<file path="config.mk">
export PLATFORM = sky130hd
export DESIGN_NAME = hazard_ctrl_flat
export DESIGN_NICKNAME = d
export VERILOG_FILES = /design/src/rtl/hazard_ctrl_if.sv /design/src/rtl/hazard_ctrl.sv /design/src/flat_wrapper.sv
export SDC_FILE = /design/constraint.sdc
export NUM_CORES = 1
export LEC_CHECK = 0
export ABC_AREA = 1
export ABC_CLOCK_PERIOD_IN_PS = 2700
export BUFFER_PORTS_ARGS = -buffer_cell sky130_fd_sc_hd__buf_2
export CORE_ASPECT_RATIO = 0.9
export CORE_MARGIN = 4
export CORE_UTILIZATION = 49
export DETAILED_ROUTE_END_ITERATION = 7
export HOLD_SLACK_MARGIN = 0.08
export PLACE_DENSITY = 0.79
export SETUP_SLACK_MARGIN = 0.2
export SYNTH_ARGS = -nofsm -noshare
export SYNTH_HDL_FRONTEND = slang
export SYNTH_SLANG_ARGS = --single-unit
</file>
<file path="constraint.sdc">
create_clock -name clk -period 2.7 [get_ports clk]
set_input_delay 0.27 -clock clk [delete_from_list [all_inputs] [get_ports clk]]
set_output_delay 0.27 -clock clk [all_outputs]
set_load 0.05 [all_outputs]
</file>
<file path="src/rtl/hazard_ctrl_if.sv">
`default_nettype none
// ============================================================================
//  Module   : hazard_ctrl_if
//  Brief    : Pipeline <-> hazard controller signal bundle. The pipeline side
//             (master) drives operand/opcode/memory status and receives the
//             stall, flush, error and counter outputs.
//  Revision : 1.0 - initial release
// ============================================================================
interface hazard_ctrl_if #(
  parameter int CNT_WIDTH = 32
);
  logic [4:0]           rs1_addr_id;
  logic [4:0]           rs2_addr_id;
  logic [6:0]           opcode_id;
  logic [4:0]           rd_addr_ex;
  logic                 ctrl_mem_read_ex;
  logic                 redirect_ex;
  logic                 dmem_req_mem;
  logic                 dmem_ready;

  logic                 pc_stall;
  logic                 if_id_stall;
  logic                 id_ex_stall;
  logic                 ex_mem_stall;
  logic                 if_id_flush;
  logic                 id_ex_flush;
  logic                 mem_timeout_err;
  logic [CNT_WIDTH-1:0] stall_cycles;
  logic [CNT_WIDTH-1:0] flush_count;
  logic [1:0]           state;

  modport master (
    output rs1_addr_id, rs2_addr_id, opcode_id, rd_addr_ex,
           ctrl_mem_read_ex, redirect_ex, dmem_req_mem, dmem_ready,
    input  pc_stall, if_id_stall, id_ex_stall, ex_mem_stall,
           if_id_flush, id_ex_flush, mem_timeout_err,
           stall_cycles, flush_count, state
  );

  modport slave (
    input  rs1_addr_id, rs2_addr_id, opcode_id, rd_addr_ex,
           ctrl_mem_read_ex, redirect_ex, dmem_req_mem, dmem_ready,
    output pc_stall, if_id_stall, id_ex_stall, ex_mem_stall,
           if_id_flush, id_ex_flush, mem_timeout_err,
           stall_cycles, flush_count, state
  );
endinterface
`default_nettype wire

</file>
<file path="src/rtl/hazard_ctrl.sv">
`default_nettype none
// ============================================================================
//  Module   : hazard_ctrl
//  Brief    : Five-stage pipeline hazard controller. Resolves data-memory
//             waits, EX redirects and load-use hazards into stall/flush
//             controls; tracks memory timeouts and stall/flush statistics.
//  Revision : 1.0 - initial release
// ============================================================================
module hazard_ctrl #(
  parameter int MEM_TIMEOUT = 255,
  parameter int CNT_WIDTH   = 32
) (
  input  wire logic    clk,
  input  wire logic    rst_n,
  hazard_ctrl_if.slave hz
);

  localparam int         c_wait_w    = (MEM_TIMEOUT < 1) ? 1 : $clog2(MEM_TIMEOUT + 1);
  localparam logic [6:0] c_op_lui    = 7'b0110111;
  localparam logic [6:0] c_op_auipc  = 7'b0010111;
  localparam logic [6:0] c_op_jal    = 7'b1101111;
  localparam logic [6:0] c_op_rtype  = 7'b0110011;
  localparam logic [6:0] c_op_store  = 7'b0100011;
  localparam logic [6:0] c_op_branch = 7'b1100011;

  typedef enum logic [1:0] {
    RUN         = 2'd0,
    LOAD_BUBBLE = 2'd1,
    MEM_WAIT    = 2'd2,
    ILLEGAL     = 2'd3
  } state_t;

  state_t                r_state;
  state_t                w_state_nxt;
  logic [c_wait_w-1:0]   r_wait_cnt;
  logic [c_wait_w-1:0]   w_wait_cnt_nxt;
  logic                  r_timeout_err;
  logic [CNT_WIDTH-1:0]  r_stall_cycles;
  logic [CNT_WIDTH-1:0]  r_flush_count;

  logic w_rs1_used;
  logic w_rs2_used;
  logic w_load_use;
  logic w_mem_wait;
  logic w_wait_cycle;
  logic w_pc_stall;
  logic w_if_id_stall;
  logic w_id_ex_stall;
  logic w_ex_mem_stall;
  logic w_if_id_flush;
  logic w_id_ex_flush;

  // Operand usage by opcode: rs1 is unused only by LUI/AUIPC/JAL, rs2 only
  // matters for register-register ALU ops, stores and branches.
  assign w_rs1_used = !((hz.opcode_id == c_op_lui) || (hz.opcode_id == c_op_auipc) ||
                        (hz.opcode_id == c_op_jal));
  assign w_rs2_used = (hz.opcode_id == c_op_rtype) || (hz.opcode_id == c_op_store) ||
                      (hz.opcode_id == c_op_branch);

  assign w_load_use = hz.ctrl_mem_read_ex && (hz.rd_addr_ex != 5'd0) &&
                      (((hz.rs1_addr_id == hz.rd_addr_ex) && w_rs1_used) ||
                       ((hz.rs2_addr_id == hz.rd_addr_ex) && w_rs2_used));

  assign w_mem_wait = hz.dmem_req_mem && !hz.dmem_ready;

  // State register; reset discards any pending bubble or memory wait.
  always_ff @(posedge clk or negedge rst_n) begin
    if (!rst_n) begin
      r_state <= RUN;
    end else begin
      r_state <= w_state_nxt;
    end
  end

  // Next-state and stall/flush decode, priority memory wait > redirect > load-use.
  always_comb begin
    w_state_nxt    = r_state;
    w_wait_cycle   = 1'b0;
    w_pc_stall     = 1'b0;
    w_if_id_stall  = 1'b0;
    w_id_ex_stall  = 1'b0;
    w_ex_mem_stall = 1'b0;
    w_if_id_flush  = 1'b0;
    w_id_ex_flush  = 1'b0;
    case (r_state)
      RUN: begin
        if (w_mem_wait) begin
          w_wait_cycle   = 1'b1;
          w_pc_stall     = 1'b1;
          w_if_id_stall  = 1'b1;
          w_id_ex_stall  = 1'b1;
          w_ex_mem_stall = 1'b1;
          w_state_nxt    = MEM_WAIT;
        end else if (hz.redirect_ex) begin
          w_if_id_flush  = 1'b1;
          w_id_ex_flush  = 1'b1;
        end else if (w_load_use) begin
          w_pc_stall     = 1'b1;
          w_if_id_stall  = 1'b1;
          w_id_ex_flush  = 1'b1;
          w_state_nxt    = LOAD_BUBBLE;
        end
      end
      LOAD_BUBBLE: begin
        w_state_nxt = RUN;
        if (w_mem_wait) begin
          w_wait_cycle   = 1'b1;
          w_pc_stall     = 1'b1;
          w_if_id_stall  = 1'b1;
          w_id_ex_stall  = 1'b1;
          w_ex_mem_stall = 1'b1;
          w_state_nxt    = MEM_WAIT;
        end
      end
      MEM_WAIT: begin
        if (!hz.dmem_ready) begin
          w_wait_cycle   = 1'b1;
          w_pc_stall     = 1'b1;
          w_if_id_stall  = 1'b1;
          w_id_ex_stall  = 1'b1;
          w_ex_mem_stall = 1'b1;
        end else begin
          w_state_nxt    = RUN;
        end
      end
      default: begin
        w_state_nxt = RUN;
      end
    endcase
  end

  // The cycle that first detects the wait counts as a wait cycle, so the
  // counter equals the number of stalled memory cycles so far. It holds at
  // MEM_TIMEOUT rather than wrapping.
  assign w_wait_cnt_nxt = (r_wait_cnt == c_wait_w'(MEM_TIMEOUT)) ? r_wait_cnt
                                                                 : r_wait_cnt + 1'b1;

  // Wait counter and sticky timeout flag.
  always_ff @(posedge clk or negedge rst_n) begin
    if (!rst_n) begin
      r_wait_cnt    <= '0;
      r_timeout_err <= 1'b0;
    end else if (w_wait_cycle) begin
      r_wait_cnt <= w_wait_cnt_nxt;
      if (w_wait_cnt_nxt == c_wait_w'(MEM_TIMEOUT)) begin
        r_timeout_err <= 1'b1;
      end
    end else begin
      r_wait_cnt <= '0;
    end
  end

  // Saturating performance counters.
  always_ff @(posedge clk or negedge rst_n) begin
    if (!rst_n) begin
      r_stall_cycles <= '0;
      r_flush_count  <= '0;
    end else begin
      if (w_pc_stall && (r_stall_cycles != '1)) begin
        r_stall_cycles <= r_stall_cycles + 1'b1;
      end
      if (w_id_ex_flush && (r_flush_count != '1)) begin
        r_flush_count <= r_flush_count + 1'b1;
      end
    end
  end

  // Controls are gated by rst_n so an asserted reset drops them at once.
  assign hz.pc_stall        = rst_n && w_pc_stall;
  assign hz.if_id_stall     = rst_n && w_if_id_stall;
  assign hz.id_ex_stall     = rst_n && w_id_ex_stall;
  assign hz.ex_mem_stall    = rst_n && w_ex_mem_stall;
  assign hz.if_id_flush     = rst_n && w_if_id_flush;
  assign hz.id_ex_flush     = rst_n && w_id_ex_flush;
  assign hz.mem_timeout_err = r_timeout_err;
  assign hz.stall_cycles    = r_stall_cycles;
  assign hz.flush_count     = r_flush_count;
  assign hz.state           = r_state;

endmodule
`default_nettype wire

</file>
<file path="src/flat_wrapper.sv">
// flat-port wrapper written by rule: the top's interface ports become plain ports
module hazard_ctrl_flat 
#(
  parameter int MEM_TIMEOUT = 255,
  parameter int CNT_WIDTH   = 32
)
  (clk, rst_n, hz_rs1_addr_id, hz_rs2_addr_id, hz_opcode_id, hz_rd_addr_ex, hz_ctrl_mem_read_ex, hz_redirect_ex, hz_dmem_req_mem, hz_dmem_ready, hz_pc_stall, hz_if_id_stall, hz_id_ex_stall, hz_ex_mem_stall, hz_if_id_flush, hz_id_ex_flush, hz_mem_timeout_err, hz_stall_cycles, hz_flush_count, hz_state);
  hazard_ctrl_if #(.CNT_WIDTH(CNT_WIDTH)) hz_i ();
  input  wire logic clk;
  input  wire logic rst_n;
  input wire logic [$bits(hz_i.rs1_addr_id)-1:0] hz_rs1_addr_id;
  input wire logic [$bits(hz_i.rs2_addr_id)-1:0] hz_rs2_addr_id;
  input wire logic [$bits(hz_i.opcode_id)-1:0] hz_opcode_id;
  input wire logic [$bits(hz_i.rd_addr_ex)-1:0] hz_rd_addr_ex;
  input wire logic [$bits(hz_i.ctrl_mem_read_ex)-1:0] hz_ctrl_mem_read_ex;
  input wire logic [$bits(hz_i.redirect_ex)-1:0] hz_redirect_ex;
  input wire logic [$bits(hz_i.dmem_req_mem)-1:0] hz_dmem_req_mem;
  input wire logic [$bits(hz_i.dmem_ready)-1:0] hz_dmem_ready;
  output wire logic [$bits(hz_i.pc_stall)-1:0] hz_pc_stall;
  output wire logic [$bits(hz_i.if_id_stall)-1:0] hz_if_id_stall;
  output wire logic [$bits(hz_i.id_ex_stall)-1:0] hz_id_ex_stall;
  output wire logic [$bits(hz_i.ex_mem_stall)-1:0] hz_ex_mem_stall;
  output wire logic [$bits(hz_i.if_id_flush)-1:0] hz_if_id_flush;
  output wire logic [$bits(hz_i.id_ex_flush)-1:0] hz_id_ex_flush;
  output wire logic [$bits(hz_i.mem_timeout_err)-1:0] hz_mem_timeout_err;
  output wire logic [$bits(hz_i.stall_cycles)-1:0] hz_stall_cycles;
  output wire logic [$bits(hz_i.flush_count)-1:0] hz_flush_count;
  output wire logic [$bits(hz_i.state)-1:0] hz_state;
  assign hz_i.rs1_addr_id = hz_rs1_addr_id;
  assign hz_i.rs2_addr_id = hz_rs2_addr_id;
  assign hz_i.opcode_id = hz_opcode_id;
  assign hz_i.rd_addr_ex = hz_rd_addr_ex;
  assign hz_i.ctrl_mem_read_ex = hz_ctrl_mem_read_ex;
  assign hz_i.redirect_ex = hz_redirect_ex;
  assign hz_i.dmem_req_mem = hz_dmem_req_mem;
  assign hz_i.dmem_ready = hz_dmem_ready;
  assign hz_pc_stall = hz_i.pc_stall;
  assign hz_if_id_stall = hz_i.if_id_stall;
  assign hz_id_ex_stall = hz_i.id_ex_stall;
  assign hz_ex_mem_stall = hz_i.ex_mem_stall;
  assign hz_if_id_flush = hz_i.if_id_flush;
  assign hz_id_ex_flush = hz_i.id_ex_flush;
  assign hz_mem_timeout_err = hz_i.mem_timeout_err;
  assign hz_stall_cycles = hz_i.stall_cycles;
  assign hz_flush_count = hz_i.flush_count;
  assign hz_state = hz_i.state;
  hazard_ctrl #(.MEM_TIMEOUT(MEM_TIMEOUT), .CNT_WIDTH(CNT_WIDTH)) u_core (.clk(clk), .rst_n(rst_n), .hz(hz_i));
endmodule
</file>
# ---- Word-level counts from Yosys, hierarchy flattened
# Cells that the tools add are included.
dict set report op_classes {
  addsub 3
  muxes 21
  n_eq_ne 17
  reduce_logical 23
}
# op n
set ops {}
lappend ops {{adder 32 x 1 -> 32 bit (second input constant)} 2}
lappend ops {{inequality test 32 bit (second input constant)} 2}
lappend ops {{== test 7 x 6 -> 1 bit (second input constant)} 3}
lappend ops {{== test 8 bit (second input constant)} 2}
lappend ops {{two-way mux 8 bit} 2}
lappend ops {{== test 7 bit (second input constant)} 2}
lappend ops {{logical AND 1 bit} 11}
lappend ops {{two-way mux 1 bit} 11}
lappend ops {{== test 5 bit} 2}
lappend ops {{two-way mux 2 bit} 5}
lappend ops {{adder 8 x 1 -> 8 bit (second input constant)} 1}
lappend ops {{== test 7 x 5 -> 1 bit (second input constant)} 1}
lappend ops {{case mux 2 bit (3 select lines)} 1}
lappend ops {{logical OR 1 bit} 5}
lappend ops {{nonzero test 5 bit} 1}
lappend ops {{inequality test 3 x 1 -> 1 bit (second input constant)} 1}
lappend ops {{inequality test 3 x 2 -> 1 bit (second input constant)} 1}
lappend ops {{case mux 1 bit (3 select lines)} 1}
lappend ops {{AND reduction 3 bit} 1}
lappend ops {{== test 2 x 1 -> 1 bit (second input constant)} 1}
lappend ops {{== test 2 bit (second input constant)} 1}
lappend ops {{logical NOT 1 bit} 2}
lappend ops {{logical NOT 2 bit} 1}
lappend ops {{inequality test 2 bit (second input constant)} 1}
lappend ops {{3 further kinds} 3}
dict set report word_totals {
  elab_cells 69
  ff_bits 75
  in_bits 28
}

# ---- Longest topological paths before layout
dict set report logic_depth {
  word_depth 12
  depth_mapped 15
  ltp_nobuf 14
}

# ---- Least setup slack after synthesis
# Ideal clock, no wire load.
dict set report synth_path {
  kind {register to output}
  start {register u_core.r_state[0] (netlist: u_core.hz.state[0])}
  end {output hz_pc_stall}
  path_buffers 1
  path_slack_ps 129
  path_stages_with_launch 7
  t_required_ps 2430
  t_arrival_ps 2301
  path_cell_list {dfrtp_1 nor2_1 nand2_1 o21ai_1 o21ai_0 a21oi_1 buf_4}
}
dict set report synth_between {
  elab_chain_cells 3
  elab_cells_between_ends 5
  classes_between {2 x eq/ne; 1 x mux; 2 x reduce/logical}
}
# element line
set synth_rtl {}
lappend synth_rtl {{start: declaration} hazard_ctrl.sv:33} ;# state_t r_state;
lappend synth_rtl {{start signal: assignment} hazard_ctrl.sv:71} ;# r_state <= w_state_nxt;
lappend synth_rtl {{== test 2 bit (tied with other cells)} --}
lappend synth_rtl {{case mux 1 bit (3 select lines) *} --}
lappend synth_rtl {{logical AND 1 bit *} --}
lappend synth_rtl {{end: declaration} flat_wrapper.sv:19} ;# output wire logic [$bits(hz_i.pc_stall)-1:0] hz_pc_stall;
# Mark *: on every way between the ends. The rest lies on a longest branch, timed or not.

# ---- Worst setup path in the final report
dict set report layout_path {
  start {register u_core.r_flush_count[0] (netlist: u_core.hz.flush_count[0])}
  end {register u_core.r_flush_count[0] (netlist: u_core.hz.flush_count[0])}
}
dict set report layout_between {
  elab_chain_cells 2
  elab_cells_between_ends 3
  classes_between {1 x add/sub; 1 x eq/ne; 1 x reduce/logical}
}
# element line
set layout_rtl {}
lappend layout_rtl {{start: declaration} hazard_ctrl.sv:39} ;# logic [CNT_WIDTH-1:0] r_flush_count;
lappend layout_rtl {{start signal: assignment} hazard_ctrl.sv:163} ;# r_flush_count <= r_flush_count + 1'b1;
lappend layout_rtl {{branches (longest 2 deep; another with adder 32 x 1 -> 32 bit)} --}
# Parallel ways; which one is timed is not known.
# A chain may end at the register's enable or synchronous reset.

==> results.py <==
metrics = {
    "power": {
        "peakVddDrop_mv": 0.428,
        "power_density_nw_per_um2": 545,
        "total_power_mw": 3.21,
        "cellLeakagePower_nw": 3.11,
    },
    "outcome": {
        "status": "finished clean",
    },
    "clock_network": {
        "cts.repair.resized": 0,
        "cts_setup_buffers": 0,
        "cts_tree": "built",
        "hold_buffers": 1,
        "root_buffer": "clkbuf_16",
        "cts_sinks": 75,
        "clkLatencyLatePin_ns": 0.34,
        "cts_inserted_buffers": 9,
        "clkTransAtPathRegs_ns": 0.06,
        "clockBufferDepth": 2,
        "cts_htree_levels": 3,
    },
    "finish": {
        "fin_util": 0.602,
        "diodes": 0,
        "nNetsFinal": 870,
        "drive_above_1_share": 0.168,
        "final_cell_area_um2": 5890,
        "area_growth_syn_to_layout_pct": 18.1,
    },
    "placement": {
        "place_area_um2": 5570,
        "gp_congestion": 0.919,
        "place_hpwl_um": 9140,
        "pre_cts_ws_ns": 0.503,
        "io_buffers": 100,
    },
    "yosys": {
        "yosysSeqAreaShare": 0.376,
        "ys_async_sr_fraction": 1.00,
        "ys.flop_type": "dfrtp_1",
        "syn_inst": 739,
        "synth_top_area_cell": "dfrtp_1",
        "synth-edff-count": 0,
        "synth_seq_cells": 75,
        "syn_area_um2": 4990,
        "synth.most_common_cell": "nand2_1",
        "synth.top_cell.area_share": 0.376,
        "synth_area_leaders": "dfrtp_1 (38%), nand2_1 (20%), nand3_1 (8.5%)",
        "yosysWarnings": 0,
        "synth_cell_types": 32,
        "syn_nets": 770,
        "synth_common_cells": "nand2_1 (263), inv_1 (93), nand3_1 (85)",
        "avgSynthCellArea_um2": 6.75,
    },
    "drt": {
        "route.detailed.drc": 0,
        "first_iter_violations": 363,
        "first_pass_iters": 5,
        "drtAntennaViolNets": 0,
        "routed_wl_um": 12300,
        "wire_per_inst_um": 12.6,
        "vias": 4967,
        "via_per_inst": 5.12,
    },
    "critical_path": {
        "cp.required_ns": 2.95,
        "arrival_ns": 2.47,
        "start_kind": "register",
        "critPathMaxFanout": 37,
        "end_kind": "register",
        "crit_type": "reg2reg",
    },
    "sta": {
        "relSlewSlack": 0.548,
        "setup_violations": 0,
        "rsz0062_at_grt": "false",
        "fin_tns_setup_ns": 0,
        "worst_pin_slew_ns": 0.678,
        "fin_skew_ns": 0.0114,
        "finalCriticalPeriod_ns": 2.22,
        "finalCritPeriodShare": 0.822,
        "drv_slew": 0,
        "fin_ws_ns": 0.481,
        "max_freq_ghz": 0.451,
        "report.final.hold_viol_count": 0,
    },
    "die": {
        "start_util": 0.510,
        "die_area_um2": 11900,
        "ios": 101,
        "coreArea_um2": 9780,
        "fp.dieH_um": 104,
        "rows": 34,
        "dieWidth_um": 114,
    },
    "global_routing": {
        "grt.total_usage": 0.214,
        "grt_max_degree": 54,
        "antenna_found_initial": 0,
        "gr-total-overflow": 0,
        "grt_pass1_vias": 4533,
        "grt_pass1_wl_um": 21400,
    },
    "worst_hold_path": {
        "hp-class": "in2reg",
    },
    "job": {
        "max_cap_viol_count": 0,
    },
}
==> worst max-delay path, stage by stage, from the launching register on <==
cell     delay [ns]
dfrtp_1        0.43
ha_1           0.26
nand3_2        0.17
nor3_2         0.25
inv_2          0.09
nor2_4         0.14
nand2_4        0.21
nand2_4        0.39
xor2_1         0.19
==> metrics by stage <==
step / instances / hold slack, ns
4_1_cts: 970 / 0.276
5_1_grt: 970 / 0.315
3_3_place_gp: 953 / 0.179
6_report: 970 / 0.285
2_1_floorplan: 739 / -0.0256
3_5_place_dp: 953 / 0.181
==> cell usage in the layout, fill, tap and decap left out, drive strengths merged <==
cell	synthesis	final
a21oi	8	8
a31oi	1	1
and2	1	1
and3	1	1
buf	14	104
bufinv	0	1
clkbuf	2	10
clkinv	0	3
clkinvlp	0	1
dfrtp	75	75
dlygate4sd3	0	1
ha	3	3
inv	97	98
nand2	266	266
nand3	87	87
nand4	15	15
nor2	71	71
nor3	36	36
nor4	3	3
o21ai	15	15
or2	1	1
xnor2	11	11
xor2	32	32
==> final timing paths <==
| kind | slack (ns) | endpoint | cells after the start | start |
|---|---|---|---|---|
| setup / recovery | 0.48 | u_core.hz.flush_count[0] | 8 | u_core.hz.flush_count[0] |
| hold / removal | 0.28 | u_core.hz.state[0] | 4 | hz_redirect_ex |
| setup reg to reg | 0.48 | u_core.hz.flush_count[0] | 8 | u_core.hz.flush_count[0] |
| hold reg to reg | 0.46 | u_core.hz.mem_timeout_err | 2 | u_core.hz.mem_timeout_err |
| max in group asynchronous | 1.36 | u_core.hz.flush_count[25] | 3 | rst_n |
| min in group asynchronous | 0.36 | u_core.hz.stall_cycles[17] | 2 | rst_n |
==> state kept, by name (all words and copies together), names as in the netlist <==
signal and cells:
u_core.hz.flush_count 32, u_core.hz.stall_cycles 32, u_core.r_wait_cnt 8, u_core.hz.state 2, u_core.hz.mem_timeout_err 1
==> power by group <==
part | internal [mW] | switching (mW) | leakage, nW
registers | 1.19 | 0.103 | 1.03
clock network | 0.748 | 0.486 | 0.149
logic | 0.170 | 0.511 | 1.93
==> logic make-up (layout without fill, tap and decap cells) <==
| logic type | Yosys count | after routing | synth area share |
|---|---|---|---|
| DFF | 75 | 75 | 0.376 |
| adders and majority gates | 3 | 3 | 0.00752 |
| xor gates and xnor gates | 43 | 43 | 0.0755 |
| AOI/OAI and AO/OA | 24 | 24 | 0.0296 |
| buffers and inverters | 113 | 218 | 0.0953 |
| and+or+nand+nor | 481 | 481 | 0.416 |
==> routing by layer <==
layer / track usage / wire length, µm / vias up
met4: 0.0636 / 186 / 0
li1: - / - / 2522
met5: 0 / 0 / -
met2: 0.340 / 5760 / 157
met1: 0.297 / 5600 / 2268
met3: 0.0414 / 716 / 20
==> cell type report <==
cell class / instances / area [µm²]
Fill cell: 957 / 3890
Multi-Input combinational cell: 551 / 2640
Sequential cell: 75 / 1880
Timing Repair Buffer: 105 / 543
Inverter: 97 / 364
Clock buffer: 10 / 239
Tap cell: 126 / 158
Clock inverter: 6 / 72.6
Power figures use the tool's default switching activity.
